`src/rtl/sprite_desc_loader_if.sv`:
```
// Avalon-MM slave bus bundle for the sprite descriptor loader.
// The CPU side is the master; the loader register file is the slave.
interface sprite_desc_loader_if;
  logic        chipselect;
  logic        write;
  logic        read;
  logic [2:0]  address;
  logic [31:0] writedata;
  logic [31:0] readdata;

  modport master (
    output chipselect, write, read, address, writedata,
    input  readdata
  );

  modport slave (
    input  chipselect, write, read, address, writedata,
    output readdata
  );
endinterface

```
`src/rtl/sprite_desc_loader.sv`:
```
// Double-buffered sprite descriptors: the CPU writes shadow copies and arms a
// commit, and the active copies are swapped in only at the start of vertical blanking.
//
// state | meaning
// IDLE  | no commit outstanding (pending=0)
// ARMED | commit requested, waits for next vblank_start (pending=1)
module sprite_desc_loader #(
  parameter logic [9:0]  VBLANK_LINE = 10'd480,
  parameter logic [31:0] PARK_DESC   = 32'h000F_FFFF
) (
  input  logic                       clk,
  input  logic                       reset,
  sprite_desc_loader_if.slave        bus,
  input  logic [9:0]                 VGA_VCOUNT,
  output logic [31:0]                sprite1,
  output logic [31:0]                sprite2,
  output logic [31:0]                sprite3,
  output logic                       irq
);

  typedef enum logic {
    IDLE  = 1'b0,
    ARMED = 1'b1
  } state_t;

  state_t      state;
  logic [31:0] shadow1;
  logic [31:0] shadow2;
  logic [31:0] shadow3;
  logic        irq_en;
  logic        irq_flag;
  logic [15:0] frame_cnt;
  logic [9:0]  vc_q;

  logic        wr_en;
  logic        rd_en;
  logic        wr_ctrl;
  logic        wr_frame;
  logic        vblank_start;
  logic        pending;
  logic [31:0] rd_mux;

  assign wr_en        = bus.chipselect && bus.write;
  assign rd_en        = bus.chipselect && bus.read;
  assign wr_ctrl      = wr_en && (bus.address == 3'd3);
  assign wr_frame     = wr_en && (bus.address == 3'd4);
  assign vblank_start = (VGA_VCOUNT == VBLANK_LINE) && (vc_q != VBLANK_LINE);
  assign pending      = (state == ARMED);
  assign irq          = irq_flag && irq_en;

  always_comb begin
    rd_mux = 32'd0;
    case (bus.address)
      3'd0:    rd_mux = shadow1;
      3'd1:    rd_mux = shadow2;
      3'd2:    rd_mux = shadow3;
      3'd3:    rd_mux = {29'd0, irq_flag, irq_en, pending};
      3'd4:    rd_mux = {16'd0, frame_cnt};
      default: rd_mux = 32'd0;
    endcase
  end

  always_ff @(posedge clk) begin
    if (!reset) begin
      state        <= IDLE;
      shadow1      <= PARK_DESC;
      shadow2      <= PARK_DESC;
      shadow3      <= PARK_DESC;
      sprite1      <= PARK_DESC;
      sprite2      <= PARK_DESC;
      sprite3      <= PARK_DESC;
      irq_en       <= 1'b0;
      irq_flag     <= 1'b0;
      frame_cnt    <= 16'd0;
      vc_q         <= 10'd0;
      bus.readdata <= 32'd0;
    end else begin
      vc_q <= VGA_VCOUNT;

      if (rd_en) bus.readdata <= rd_mux;

      // Sprites sample the shadows before this edge's write lands.
      if (wr_en && (bus.address == 3'd0)) shadow1 <= bus.writedata;
      if (wr_en && (bus.address == 3'd1)) shadow2 <= bus.writedata;
      if (wr_en && (bus.address == 3'd2)) shadow3 <= bus.writedata;

      case (state)
        IDLE: begin
          if (wr_ctrl && bus.writedata[0]) state <= ARMED;
        end
        ARMED: begin
          if (vblank_start) begin
            state   <= IDLE;
            sprite1 <= shadow1;
            sprite2 <= shadow2;
            sprite3 <= shadow3;
          end
        end
        default: state <= IDLE;
      endcase

      if (wr_ctrl) irq_en <= bus.writedata[1];

      // A frame event beats a same-edge acknowledge so no interrupt is lost.
      if (vblank_start && irq_en) irq_flag <= 1'b1;
      else if (wr_frame)          irq_flag <= 1'b0;

      if (vblank_start) frame_cnt <= frame_cnt + 16'd1;
    end
  end

endmodule

```
`src/flat_wrapper.sv`:
```
// flat-port wrapper written by rule: the top's interface ports become plain ports
module sprite_desc_loader_flat 
#(
  parameter logic [9:0]  VBLANK_LINE = 10'd480,
  parameter logic [31:0] PARK_DESC   = 32'h000F_FFFF
)
  (clk, reset, VGA_VCOUNT, sprite1, sprite2, sprite3, irq, bus_chipselect, bus_write, bus_read, bus_address, bus_writedata, bus_readdata);
  sprite_desc_loader_if bus_i ();
  input  logic clk;
  input  logic reset;
  input  logic [9:0] VGA_VCOUNT;
  output logic [31:0] sprite1;
  output logic [31:0] sprite2;
  output logic [31:0] sprite3;
  output logic irq;
  input wire logic [$bits(bus_i.chipselect)-1:0] bus_chipselect;
  input wire logic [$bits(bus_i.write)-1:0] bus_write;
  input wire logic [$bits(bus_i.read)-1:0] bus_read;
  input wire logic [$bits(bus_i.address)-1:0] bus_address;
  input wire logic [$bits(bus_i.writedata)-1:0] bus_writedata;
  output wire logic [$bits(bus_i.readdata)-1:0] bus_readdata;
  assign bus_i.chipselect = bus_chipselect;
  assign bus_i.write = bus_write;
  assign bus_i.read = bus_read;
  assign bus_i.address = bus_address;
  assign bus_i.writedata = bus_writedata;
  assign bus_readdata = bus_i.readdata;
  sprite_desc_loader #(.VBLANK_LINE(VBLANK_LINE), .PARK_DESC(PARK_DESC)) u_core (.clk(clk), .reset(reset), .bus(bus_i), .VGA_VCOUNT(VGA_VCOUNT), .sprite1(sprite1), .sprite2(sprite2), .sprite3(sprite3), .irq(irq));
endmodule
```
`config.mk`:
```
export PLATFORM = sky130hd
export DESIGN_NAME = sprite_desc_loader_flat
export DESIGN_NICKNAME = d
export VERILOG_FILES = /design/src/rtl/sprite_desc_loader_if.sv /design/src/rtl/sprite_desc_loader.sv /design/src/flat_wrapper.sv
export SDC_FILE = /design/constraint.sdc
export NUM_CORES = 1
export LEC_CHECK = 0
export ABC_CLOCK_PERIOD_IN_PS = 3600
export CAP_MARGIN = 20
export CORE_UTILIZATION = 45
export CTS_BUF_LIST = sky130_fd_sc_hd__clkbuf_8
export CTS_CLUSTER_DIAMETER = 30
export CTS_CLUSTER_SIZE = 20
export DETAILED_ROUTE_END_ITERATION = 8
export PLACE_DENSITY = 0.67
export REMOVE_ABC_BUFFERS = 1
export SLEW_MARGIN = 20
export SYNTH_ARGS = -nofsm -noshare
export SYNTH_HDL_FRONTEND = slang
export SYNTH_SLANG_ARGS = --single-unit
```
`constraint.sdc`:
```
create_clock -name clk -period 3.6 [get_ports clk]
set_input_delay 1.08 -clock clk [delete_from_list [all_inputs] [get_ports clk]]
set_output_delay 1.08 -clock clk [all_outputs]
set_load 0.03 [all_outputs]
```
==> flow_summary.ini, run 1 <==
[timing]
rsz0062_at_grt = false
worst_slack_ps = 785
setup_viol_count_final = 0
finalCritPeriodShare_pct = 78.2
post-route-min-period_ps = 2810
max_slew_margin_pct = 28.4
clock.fmax_ghz = 0.355
max_slew.worst_pin.slew_ps = 1070
hold_viol = 0
finalMaxSlewViolations = 0
skew_ps = 15.0

[hold_path]
hold_start = u_core.sprite2[31]
worstHoldPathType = register to register
worstHoldPathCells = 2

[synthesis]
synth_top_family_by_area = simple AND/OR/NAND/NOR gates
synth.area.top_cells = dfxtp_1 49%, nand2_1 10%, mux2i_1 6.5%
ys_seq_area_share_pct = 48.6
netlist_instances = 1212
muxShareOfSynthArea_pct = 6.75
synth-compound-area-share_pct = 15.1
yosys_warnings = 0
async_reset_ff_share_pct = 0
synth_most_common_cell = nand2_1
synthAdderAreaFrac_pct = 0.120
synthSimpleGateAreaFrac_pct = 24.3
avgSynthCellArea_sq_um = 8.59
synth_xor_xnor_area_share_pct = 0
ys_ff_latch = 253
dominantRegCellSynth = dfxtp_1
synth_top_area_share_pct = 48.6
netlist_area_sq_mm = 0.0104
synth_edf_count = 0
synth_common_cells = 283 x nand2_1, 253 x dfxtp_1, 90 x clkbuf_1
synth_cell_types = 47
synth_area_leader_cell = dfxtp_1

[global_routing]
gr-max-usage-layer = met2
grt_usage_pct = 25.0
overflow = 0
grt_util_met1_pct = 34.1
grt_max_degree = 152
grt_antenna_before_repair = 2
grt_use_met3_pct = 6.79
grt_pass1_wl_mm = 47.8
use_met2_pct = 38.6
grt_pass1_vias = 8910

[cells_and_area]
final_net_count = 1400
fillers = 2029
multiInputGateArea_sq_mm = 0.00486
final_layout_size_suffix_gt1_share_pct = 9.01
final-seq-area_sq_mm = 0.00507
syn2layout_area_growth_pct = 29.8
final_util_pct = 59.7

[clock_network]
clock_latency_ps = 550
post_cts_resized = 0
htree_num_levels = 2
clockBufferDepth = 3
cts_num_sinks = 253
clockRootBuffer = clkbuf_8
cts_tree = done
post_cts.repair.setup_buffers = 0
ctsHoldBuffers = 0
cts_buffers = 47
cts.clk_slew.worst_paths_ps = 60

[job]
max_cap_viol_count = 0

[floorplanning]
die_area_sq_mm = 0.0238
fp.dieW_um = 154
design.portCount = 179
chipHeight_um = 154
start_util_pct = 46.0
rows = 55
core_area_sq_mm = 0.0226

[worst_setup_path]
reg2regPathDepth = 4
startpoint_type = register
endpoint_kind = output pin
worstSetupPathType = register to output pin
r2r-start = u_core.vc_q[1]
r2r_end = u_core.frame_cnt[9]
crit_path_end = irq
cp_data_arrival_time_ps = 1730
r2r_slack_ps = 1530
required_ps = 2520
critical_path.max_fanout = 4
startpoint = u_core.irq_en

[placement]
place_ws_ps = 343
port_buffers = 178
gp_congestion = 0.790
dp_hpwl_mm = 18.3

[detailed_routing]
dr.pass1.iters = 5
drt_wl_total_mm = 30.0
drc = 0
ant_nets = 0
wl_per_cell_um = 17.9
num_vias = 9348
drtIter0Drc = 625
viasPerCell = 5.59

[pwr]
power_density_mw_per_mm2 = 488
ir_drop_mv = 0.351
p_leak_nw = 5.03

[outcome]
outcome = complete, no violations
[layout make-up]
class	instances	area share, %
multi-input combinational	841	35.9
timing repair buffer	204	15.2
sequential	253	37.5
inverter	2	0.0925
antenna	1	0.0185
tap	285	2.64
clock inverter	29	2.79
clock buffer	58	5.90
[state kept, by name, indices dropped and copies added, names as in the netlist, 10 cells and up]
| signal | cells |
|---|---|
| u_core.shadow1 | 32 |
| u_core.vc_q | 10 |
| u_core.sprite1 | 32 |
| u_core.sprite2 | 32 |
| u_core.shadow3 | 32 |
| u_core.shadow2 | 32 |
| u_core.bus.readdata | 32 |
| u_core.sprite3 | 32 |
| u_core.frame_cnt | 16 |
[cells by family (layout without fill, tap and decap cells)]
group / after synthesis / count (layout)
simple gates: 554 / 554
buf+inv: 118 / 293
other cells: 0 / 1
fa+ha+maj: 1 / 1
compound gates: 217 / 217
flops: 253 / 253
mux: 69 / 69
[cells in the final DEF (no fill, tap or decap), drive strengths merged, types with 2 or more instances in the layout]
cell           count
nand2            283
dfxtp            253
clkdlybuf4s50    175
nor2              81
nand3             70
mux2i             68
nand4             66
o31a              60
clkbuf            58
a21oi             56
buf               29
a2bb2oi           25
o21ai             22
a22oi             18
o2bb2ai           16
and2              12
clkinv            12
o31ai             11
or4               11
bufinv             9
inv                9
and4b              5
nand2b             5
nor2b              4
nand3b             2
nand4b             2
nor3b              2
o21a               2
o22a               2
and4               2
or3                2
nor4               2
and3               2
[per-layer routing]
layer | routed length, um | up-vias | share of wire (%)
met5 | 12 | - | 0.040
met4 | 442 | 2 | 1.5
met3 | 2290 | 39 | 7.6
met2 | 13300 | 292 | 44
met1 | 14000 | 4445 | 46
li1 | - | 4570 | -
[where the power goes]
group / internal [mW] / total, mW / leakage (nW) / switching [mW]
registers: 2.84 / 2.86 / 2.05 / 0.0258
clock network: 2.12 / 3.37 / 0.628 / 1.25
logic: 0.147 / 0.365 / 2.35 / 0.217
[stage by stage]
step	power [mW]	TNS (ps)	cells	instance area (sq um)	hold slack [ps]
after global routing	6.82	0	1672	13500	477
after floorplan	3.07	-170370	1096	9890	449
final	6.60	0	1673	13500	458
after global placement	3.28	0	1585	12300	437
after CTS	6.65	0	1672	13500	461
after detailed placement	3.28	0	1585	12300	447
[critical path: stages (launching register included)]
cell and delay [ps]:
dfxtp_1 360, and2_1 160, clkdlybuf4s50_1 680
[worst min path at each step]
stage / slack [ps] / to
6_report: 460 / u_core.sprite2[31]
5_1_grt: 480 / u_core.sprite2[23]
4_1_cts: 460 / u_core.sprite1[25]
3_5_place_dp: 450 / u_core.bus.readdata[12]
3_3_place_gp: 440 / u_core.bus.readdata[12]
2_1_floorplan: 450 / u_core.shadow1[20]
No activity file was read; power rests on OpenSTA's default activity.
==> inputs of run 2 (changes only) <==
Settings changed: ABC_CLOCK_PERIOD_IN_PS 3600 to 2800.
Clock period 3.6 ns to 2.8 ns, I/O delays scaled along.
==> run 2 against run 1 <==
Effect of this change: global-route usage is 0.59 points higher; sequential cell count stayed put; combinational power is 32% higher; wire length is 1.7% higher; clock power is 23% higher; hold slack worse by 4.1 ps; largest cell class unchanged.
==> flow_summary.ini, run 2 (synthesized netlist as in run 1, its figures left out) <==
[outcome]
outcome = complete, no violations

[timing]
max_slew_margin_pct = 27.6
skew_ps = 34.7
finalCritPeriodShare_pct = 95.0
tns_ps = 0
setup_viol_count_final = 0
worst_slack_ps = 140
clock.fmax_ghz = 0.376
finalMaxSlewViolations = 0
post-route-min-period_ps = 2660
fin_hold_ws_ps = 454
rsz0062_at_grt = false
max_slew.worst_pin.slew_ps = 1080
hold_viol = 0

[placement]
placed_cell_area_sq_mm = 0.0125
place_ws_ps = -22.2
port_buffers = 178
gp_congestion = 0.812
dp_hpwl_mm = 19.1

[detailed_routing]
num_vias = 9519
drt_wl_total_mm = 30.5
viasPerCell = 5.61
dr.pass1.iters = 5
ant_nets = 0
wl_per_cell_um = 18.0
drc = 0
drtIter0Drc = 697

[floorplanning]
chipHeight_um = 154
design.portCount = 179
die_area_sq_mm = 0.0238
core_area_sq_mm = 0.0226
rows = 55
start_util_pct = 46.0
fp.dieW_um = 154

[global_routing]
grt_usage_pct = 25.6
grt_antenna_before_repair = 1
grt_max_degree = 152
grt_pass1_wl_mm = 49.0
overflow = 0
grt_pass1_vias = 9067

[pwr]
pwr-share-comb_pct = 5.8
intPower_mw = 6.32
p_seq_share_pct = 44.3
switching_share_pct = 23.9
p_sw_mw = 1.99
power_density_mw_per_mm2 = 608
p_leak_nw = 5.09
power.share.clock_pct = 49.9
ir_drop_mv = 0.356

[clock_network]
clockRootBuffer = clkbuf_8
cts_buffers = 50
htree_num_levels = 2
cts_num_sinks = 253
ctsHoldBuffers = 0
cts_tree = done
post_cts.repair.setup_buffers = 0
clock_latency_ps = 570
cts.clk_slew.worst_paths_ps = 50
post_cts_resized = 0
clockBufferDepth = 3

[worst_setup_path]
endpoint_kind = output pin
startpoint_type = register
required_ps = 1960
cp_data_arrival_time_ps = 1820
critical_path.max_fanout = 4
r2r_slack_ps = 1010
worstSetupPathType = register to output pin

[cells_and_area]
fillers = 1987
multiInputGateArea_sq_mm = 0.00486
syn2layout_area_growth_pct = 31.3
final-seq-area_sq_mm = 0.00507
layout_commonest_cell = nand2_1
final_net_count = 1422
final_cell_mix = 283 x nand2_1, 252 x dfxtp_1, 175 x clkdlybuf4s50_1
final_layout_size_suffix_gt1_share_pct = 10.6
final_design_area_no_fill_sq_mm = 0.0137

[hold_path]
worstHoldPathType = register to register

[job]
max_cap_viol_count = 0
## run 2: changes by cell type in the layout (fill, tap and decap cells not counted), sizes merged
| cell | change |
|---|---|
| buf | +19 |
| clkbuf | +3 |
| clkinvlp | +5 |
| bufinv | -4 |
## run 2: final cells by class
| type | instances | area share (%) |
|---|---|---|
| antenna | 1 | 0.0183 |
| clock buffer | 61 | 6.14 |
| clock inverter | 30 | 2.22 |
| inverter | 2 | 0.0915 |
| multi-input combinational | 841 | 35.5 |
| sequential | 253 | 37.1 |
| tap | 285 | 2.61 |
| timing repair buffer | 223 | 16.3 |
## run 2: metal layers
metal	track usage, %	routed length [um]	share of wire [%]	vias up
li1	-	-	-	4610
met1	34.6	13800	45	4499
met2	39.8	13500	44	364
met3	6.74	2680	8.8	46
met4	8.00	548	1.8	0
met5	0	0	0	-
## run 2: through the flow
step,instances,utilization [%],power (mW)
5_1_grt,1695,60.4,8.62
4_1_cts,1695,60.4,8.36
3_3_place_gp,1604,55.3,4.23
2_1_floorplan,1096,-,3.95
3_5_place_dp,1604,55.3,4.23
6_report,1696,60.4,8.30
## run 2: path summary, 6_finish.rpt
| path | start | end | depth (start not counted) |
|---|---|---|---|
| worst max-delay path | u_core.irq_en | irq | 2 |
| worst min-delay path | u_core.bus.readdata[3] | u_core.bus.readdata[3] | 2 |
| worst max register to register | u_core.vc_q[1] | u_core.frame_cnt[2] | 5 |
| worst min register to register | u_core.bus.readdata[3] | u_core.bus.readdata[3] | 2 |
## run 2: power by group through the flow
stage | clock, mW | sequential [mW] | combinational [mW]
after floorplan | 0 | 3.77 | 0.181
after global placement | 0 | 3.75 | 0.475
after detailed placement | 0 | 3.76 | 0.479
after CTS | 4.20 | 3.68 | 0.481
after global routing | 4.42 | 3.68 | 0.517
final | 4.14 | 3.68 | 0.483
## run 2: critical path, cell delays in order (launching register included)
cell             delay, ps
dfxtp_1                370
and2_1                 200
clkdlybuf4s50_1        690
